$ cat config.mk
export PLATFORM = sky130hd
export DESIGN_NAME = cdc_handshake_tx
export DESIGN_NICKNAME = d
export VERILOG_FILES = /design/src/rtl/cdc_handshake_tx.sv
export SDC_FILE = /design/constraint.sdc
export NUM_CORES = 1
export LEC_CHECK = 0
export BUFFER_PORTS_ARGS = -buffer_cell sky130_fd_sc_hd__buf_2
export CORE_ASPECT_RATIO = 0.75
export CORE_MARGIN = 4
export CORE_UTILIZATION = 34
export DETAILED_ROUTE_END_ITERATION = 8
export HOLD_SLACK_MARGIN = 0.03
export PLACE_DENSITY = 0.62
export SLEW_MARGIN = 20
export SYNTH_ARGS = -nofsm -noshare
export SYNTH_HDL_FRONTEND = slang
export SYNTH_SLANG_ARGS = --single-unit
$ cat constraint.sdc
create_clock -name clk -period 1.74 [get_ports clk]
set_input_delay 0.348 -clock clk [delete_from_list [all_inputs] [get_ports clk]]
set_output_delay 0.348 -clock clk [all_outputs]
set_load 0.02 [all_outputs]
$ cat src/rtl/cdc_handshake_tx.sv
// Source side of a four-phase req/ack crossing: holds a captured word on tx_data,
// drives tx_req, watches a synchronized tx_ack and aborts with a sticky error on timeout.
module cdc_handshake_tx #(
  parameter int unsigned N           = 8,
  parameter int unsigned SYNC_STAGES = 2,
  parameter int unsigned TIMEOUT     = 16
) (
  input  logic         clk,
  input  logic         rst,
  input  logic         ena,
  input  logic [N-1:0] s_data,
  input  logic         s_valid,
  output logic         s_ready,
  output logic [N-1:0] tx_data,
  output logic         tx_req,
  input  logic         tx_ack,
  output logic         done,
  output logic         timeout_err,
  input  logic         err_clr
);

  localparam int unsigned CNT_W = (TIMEOUT > 2) ? $clog2(TIMEOUT) : 1;
  localparam logic [CNT_W-1:0] CNT_LAST = CNT_W'((TIMEOUT > 0) ? TIMEOUT - 1 : 0);
  localparam logic [CNT_W-1:0] CNT_MAX  = {CNT_W{1'b1}};
  localparam logic             TO_EN    = (TIMEOUT > 0);

  typedef enum logic [1:0] {
    ST_IDLE  = 2'd0,
    ST_SETUP = 2'd1,
    ST_REQ   = 2'd2,
    ST_REL   = 2'd3
  } state_e;

  state_e               state_q, state_d;
  logic [CNT_W-1:0]     cnt_q, cnt_d;
  logic [N-1:0]         data_q, data_d;
  logic                 req_q, req_d;
  logic                 done_q, done_d;
  logic                 err_q, err_d;
  logic [SYNC_STAGES-1:0] sync_q;
  logic                 ack_s;
  logic [CNT_W-1:0]     cnt_inc;
  logic                 expired;

  // tx_ack synchronizer; runs every cycle independent of ena
  always_ff @(posedge clk) begin
    if (rst) begin
      sync_q <= '0;
    end else begin
      sync_q <= {sync_q[SYNC_STAGES-2:0], tx_ack};
    end
  end

  assign ack_s = sync_q[SYNC_STAGES-1];

  // State and output registers
  always_ff @(posedge clk) begin
    if (rst) begin
      state_q <= ST_IDLE;
      cnt_q   <= '0;
      data_q  <= '0;
      req_q   <= 1'b0;
      done_q  <= 1'b0;
      err_q   <= 1'b0;
    end else begin
      state_q <= state_d;
      cnt_q   <= cnt_d;
      data_q  <= data_d;
      req_q   <= req_d;
      done_q  <= done_d;
      err_q   <= err_d;
    end
  end

  // Next-state logic; a matching ack level always beats a coincident timeout
  always_comb begin
    state_d = state_q;
    cnt_d   = cnt_q;
    data_d  = data_q;
    req_d   = req_q;
    done_d  = 1'b0;
    err_d   = err_q & ~err_clr;
    cnt_inc = (cnt_q == CNT_MAX) ? cnt_q : cnt_q + CNT_W'(1);
    expired = TO_EN & (cnt_q == CNT_LAST);

    if (ena) begin
      unique case (state_q)
        ST_IDLE: begin
          if (s_valid && s_ready) begin
            data_d  = s_data;
            state_d = ST_SETUP;
          end
        end
        ST_SETUP: begin
          req_d   = 1'b1;
          cnt_d   = '0;
          state_d = ST_REQ;
        end
        ST_REQ: begin
          if (ack_s) begin
            req_d   = 1'b0;
            cnt_d   = '0;
            state_d = ST_REL;
          end else if (expired) begin
            req_d   = 1'b0;
            err_d   = 1'b1;
            state_d = ST_IDLE;
          end else begin
            cnt_d = cnt_inc;
          end
        end
        ST_REL: begin
          if (!ack_s) begin
            done_d  = 1'b1;
            state_d = ST_IDLE;
          end else if (expired) begin
            req_d   = 1'b0;
            err_d   = 1'b1;
            state_d = ST_IDLE;
          end else begin
            cnt_d = cnt_inc;
          end
        end
        default: begin
          state_d = ST_IDLE;
        end
      endcase
    end
  end

  // New words are held off while the far side still reports ack
  assign s_ready     = ena & (state_q == ST_IDLE) & ~ack_s;
  assign tx_data     = data_q;
  assign tx_req      = req_q;
  assign done        = done_q;
  assign timeout_err = err_q;

endmodule

### Word level (Yosys, flattened, before mapping)

Index checks and enable logic that the tools add are counted.

* equal/unequal tests: 6
* add/sub/neg operators: 1
* bitwise gates (word level): 7
* order comparisons: 0
* $mul: 0
* shifts and indexed selects: 0
* div/mod/pow operators: 0
* reduce and logical (&&, ||, !) cells: 7
* multiplexer cells: 19

Operators with widths (number)
* 2-to-1 mux 4 bit: 3
* one-hot mux 4 bit (3 select lines): 1
* 2-to-1 mux 1 bit: 8
* 2-to-1 mux 2 bit: 4
* one-hot mux 2 bit (4 select lines): 1
* AND reduction 3 bit: 2
* adder 4 x 1 -> 4 bit, second input constant: 1
* equality test 2 bit, second input constant: 2
* equality test 4 bit, second input constant: 1
* != test 2 bit, second input constant: 2
* inverter 1 bit: 4
* AND 1 bit: 3
* one-hot mux 1 bit (3 select lines): 1
* nonzero test 3 bit: 1
* OR reduction 3 bit: 1
* equality test 2 x 1 -> 1 bit, second input constant: 1
* logical NOT 2 bit: 1
* one-hot mux 1 bit (2 select lines): 1
* AND reduction 2 bit: 1
* logical AND 1 bit: 1

* register bits after elaboration: 19
* logic and storage cells: 47
* bits in latches: 0
* memory bits (writable): 0
* memories kept: 0
* bits in read-only memories: 0

### Depth between registers and ports, before layout

* depth after elaboration: 6
* gate-level depth with buffers: 6
* depth with buffers taken out: 4

### Least setup slack after synthesis

OpenSTA, ideal clock, no wires.

* path kind: register to output
* start: register sync_q[1]
* end: output port s_ready
* required time: 1392 ps
* arrival time: 1104 ps
* cell stages (with the launch flop): 5
* slack: 288 ps
* path through: dfxtp_1 buf_6 or4b_4 buf_6 clkinv_8

* longest elaborated chain between the ends: 2

Ends and longest elaborated chain
* start: declaration: line 40 `logic [SYNC_STAGES-1:0] sync_q;`
* start signal: assignment: line 50 `sync_q <= {sync_q[SYNC_STAGES-2:0], tx_ack};`
* inverter 1 bit: line 132 `assign s_ready = ena & (state_q == ST_IDLE) & ~ack_s;`
* AND 1 bit: line 132
* end: declaration: line 13 `output logic s_ready,`

No other way between the ends.

### Worst setup path after layout

* start: register state_q[0]
* end: output port s_ready

* longest elaborated chain between the ends: 3

Ends and longest elaborated chain
* start: declaration: line 34 `state_e state_q, state_d;`
* start signal: assignment: line 66 `state_q <= state_d;`
* logical NOT 2 bit: line 132
* AND 1 bit (2 in series): line 132

No other way between the ends.

==> flow_metrics.tcl <==
set metrics [dict create \
    status "finished clean" \
    die_x_um 68.38 \
    endpoint "s_ready" \
    r2r_cells 4 \
    layout-drive-gt1-share 0.3383 \
    post_synth_num_cell_types 41 \
    syn_avg_cell_area_um2 8.854 \
    rsz0062_at_grt "true" \
    timing_hold_violations_final 0 \
    synth_async_sr_flop_share 0 \
    antenna_found_initial 0 \
    path_clk_slew_ns 0.11 \
    yosysTopAreaCell "dfxtp_1" \
    r2r_setup_slack_ns 0.19 \
    grt_max_degree 20 \
    portBuffers 25 \
    required_ns 1.39 \
    peakVddDrop_v 0.0003063 \
    seq_area_frac_synth 0.4092 \
    final_area_um2 1142 \
    synthToLayoutAreaGrowth_pct 22.88 \
    maxCapViolCount 0 \
    hp-class "input pin to flop" \
    critPathLaunch "state_q[0]" \
    nFillCells 265 \
    grt_pass1_wl_um 3670 \
    rows 16 \
    clock_path_buffers 2 \
    dp.final_hpwl_um 1615 \
    hold_buffers 0 \
    fin_crit_sh 0.9967 \
    clock_skew_ns 0.006805 \
    relSlewSlack 0.5929 \
    syn_inst 105 \
    die_h_um 53.29 \
    setup_violations 0 \
    antenna_cells 0 \
    max_freq_mhz 576.6 \
    cp_max_fo 2 \
    max_slew.worst_pin.slew_ns 0.6042 \
    drt_iter0_markers 48 \
    yosys_register_bits 19 \
    cts.sinks 19 \
    fin_crit_ns 1.734 \
    boundaryPins 26 \
    crit_path_start_kind "flop" \
    total_power_uw 851.7 \
    worstSetupPathType "flop to output port" \
    htree_levels 1 \
    yosys_warnings 0 \
    synth_most_common_cell "dfxtp_1" \
    multiInputGateArea_um2 457.9 \
    cts_tree "built" \
    rr_startpoint "cnt_q[0]" \
    drt-pass1-iter-count 4 \
    synth_area_um2 929.6 \
    worstSetupEndpointType "output port" \
    netlist.area_leader.share 0.4092 \
    overflow 0 \
    worstPathArrival_ns 1.39 \
    finish.utilization 0.4389 \
    regArea_um2 389.1 \
    routed_wl_um 2186 \
    drcViolationCount 0 \
    design.die.area_um2 3644 \
    wire_per_inst_um 12.93 \
    yosys_most_used_dff "dfxtp_1" \
    vias 882 \
    post_dp_cell_area_um2 1074 \
    coreArea_um2 2603 \
    yosys-top-cells-area "dfxtp_1 41%, a21oi_1 7.0%, nand3_1 5.4%" \
    start_util 0.3572 \
    place.gp.congestion 0.7064 \
    clk_latency_ns 0.31 \
    tns_ns 0 \
    slew_violations 0 \
    cts_buffers 3 \
    leakagePower_nw 0.4560 \
    grt_pass1_vias 806 \
    vias_per_cell 5.219 \
    synth-edff-count 0 \
    grt_use_total 0.1361 \
    yosys-top-cells-count "19 x dfxtp_1, 13 x a21oi_1, 10 x nand3_1" \
    power.density_nw_per_um2 745.6 \
    synth_fp_nets 120 \
    reg2reg_to "cnt_q[0]" \
    cts_root_buf "clkbuf_4" \
    ant_nets 0 \
    nNetsFinal 149 \
]
-- worst min path at each step --
stage	startpoint	to	slack [ns]	cells past startpoint
floorplan	sync_q[0]	sync_q[1]	0.41	1
global placement	sync_q[0]	sync_q[1]	0.43	1
detailed placement	sync_q[0]	sync_q[1]	0.43	1
CTS	tx_ack	sync_q[0]	0.23	2
global route	tx_ack	sync_q[0]	0.23	2
finish	tx_ack	sync_q[0]	0.24	2
-- routing by layer --
metal,global-route usage,part of all wire,vias to the layer above
met2,0.2029,0.46,17
met5,0,0,-
li1,-,-,443
met1,0.1815,0.48,419
met3,0.05096,0.052,3
met4,0.03630,0.0050,0
-- worst max-delay path, cell delays in order, from the launching register on --
cell	delay, ns
dfxtp_2	0.34
or4b_4	0.58
clkinv_8	0.07
buf_8	0.10
-- timing repair --
action,in CTS,in global routing
setup buffers,2,1
endpoints found under the setup margin,1,1
pin swaps,1,1
resized for setup,6,2
-- cell usage in the layout, fill, tap and decap left out, types with 3 or more instances in the layout --
| cell type | n |
|---|---|
| buf_4 | 8 |
| a21oi_1 | 13 |
| inv_1 | 3 |
| nand2_1 | 3 |
| clkbuf_4 | 3 |
| o21ai_1 | 6 |
| o21ai_0 | 5 |
| nand3_1 | 10 |
| dfxtp_1 | 16 |
| buf_2 | 24 |
| nand3b_1 | 3 |
-- layout make-up --
class                           count  area share
Clock buffer                        3     0.01972
Clock inverter                      1    0.004381
Multi-Input combinational cell     73      0.4009
Tap cell                           36     0.03943
Sequential cell                    19      0.3406
Inverter                            4     0.02410
Timing Repair Buffer               33      0.1709
-- state kept, by name (all words and copies together) (netlist names) --
register	flops
tx_data	8
cnt_q	4
state_q	2
sync_q	2
done	1
timeout_err	1
tx_req	1
-- stage by stage --
step                      setup WS, ns  cells  hold WS, ns
after floorplan                 0.2875    105       0.4138
after global placement          0.2120    162       0.4322
after detailed placement        0.1958    162       0.4318
after CTS                     -0.02988    168       0.2333
after global routing          -0.04344    169       0.2317
final                         0.005820    169       0.2402
-- power breakdown --
group          leakage (nW)  internal (mW)  switching [mW]
clock network        0.0177         0.0859           0.143
registers             0.156          0.451         0.00929
logic                 0.282         0.0696          0.0927
-- logic make-up after synthesis --
family | Yosys count | synth area share
compound gates | 36 | 0.2355
simple gates | 35 | 0.2342
flops | 19 | 0.4091
buf+inv | 13 | 0.09824
xor+xnor | 1 | 0.009423
fa+ha+maj | 1 | 0.01346
No activity file was read; power rests on OpenSTA's default activity.
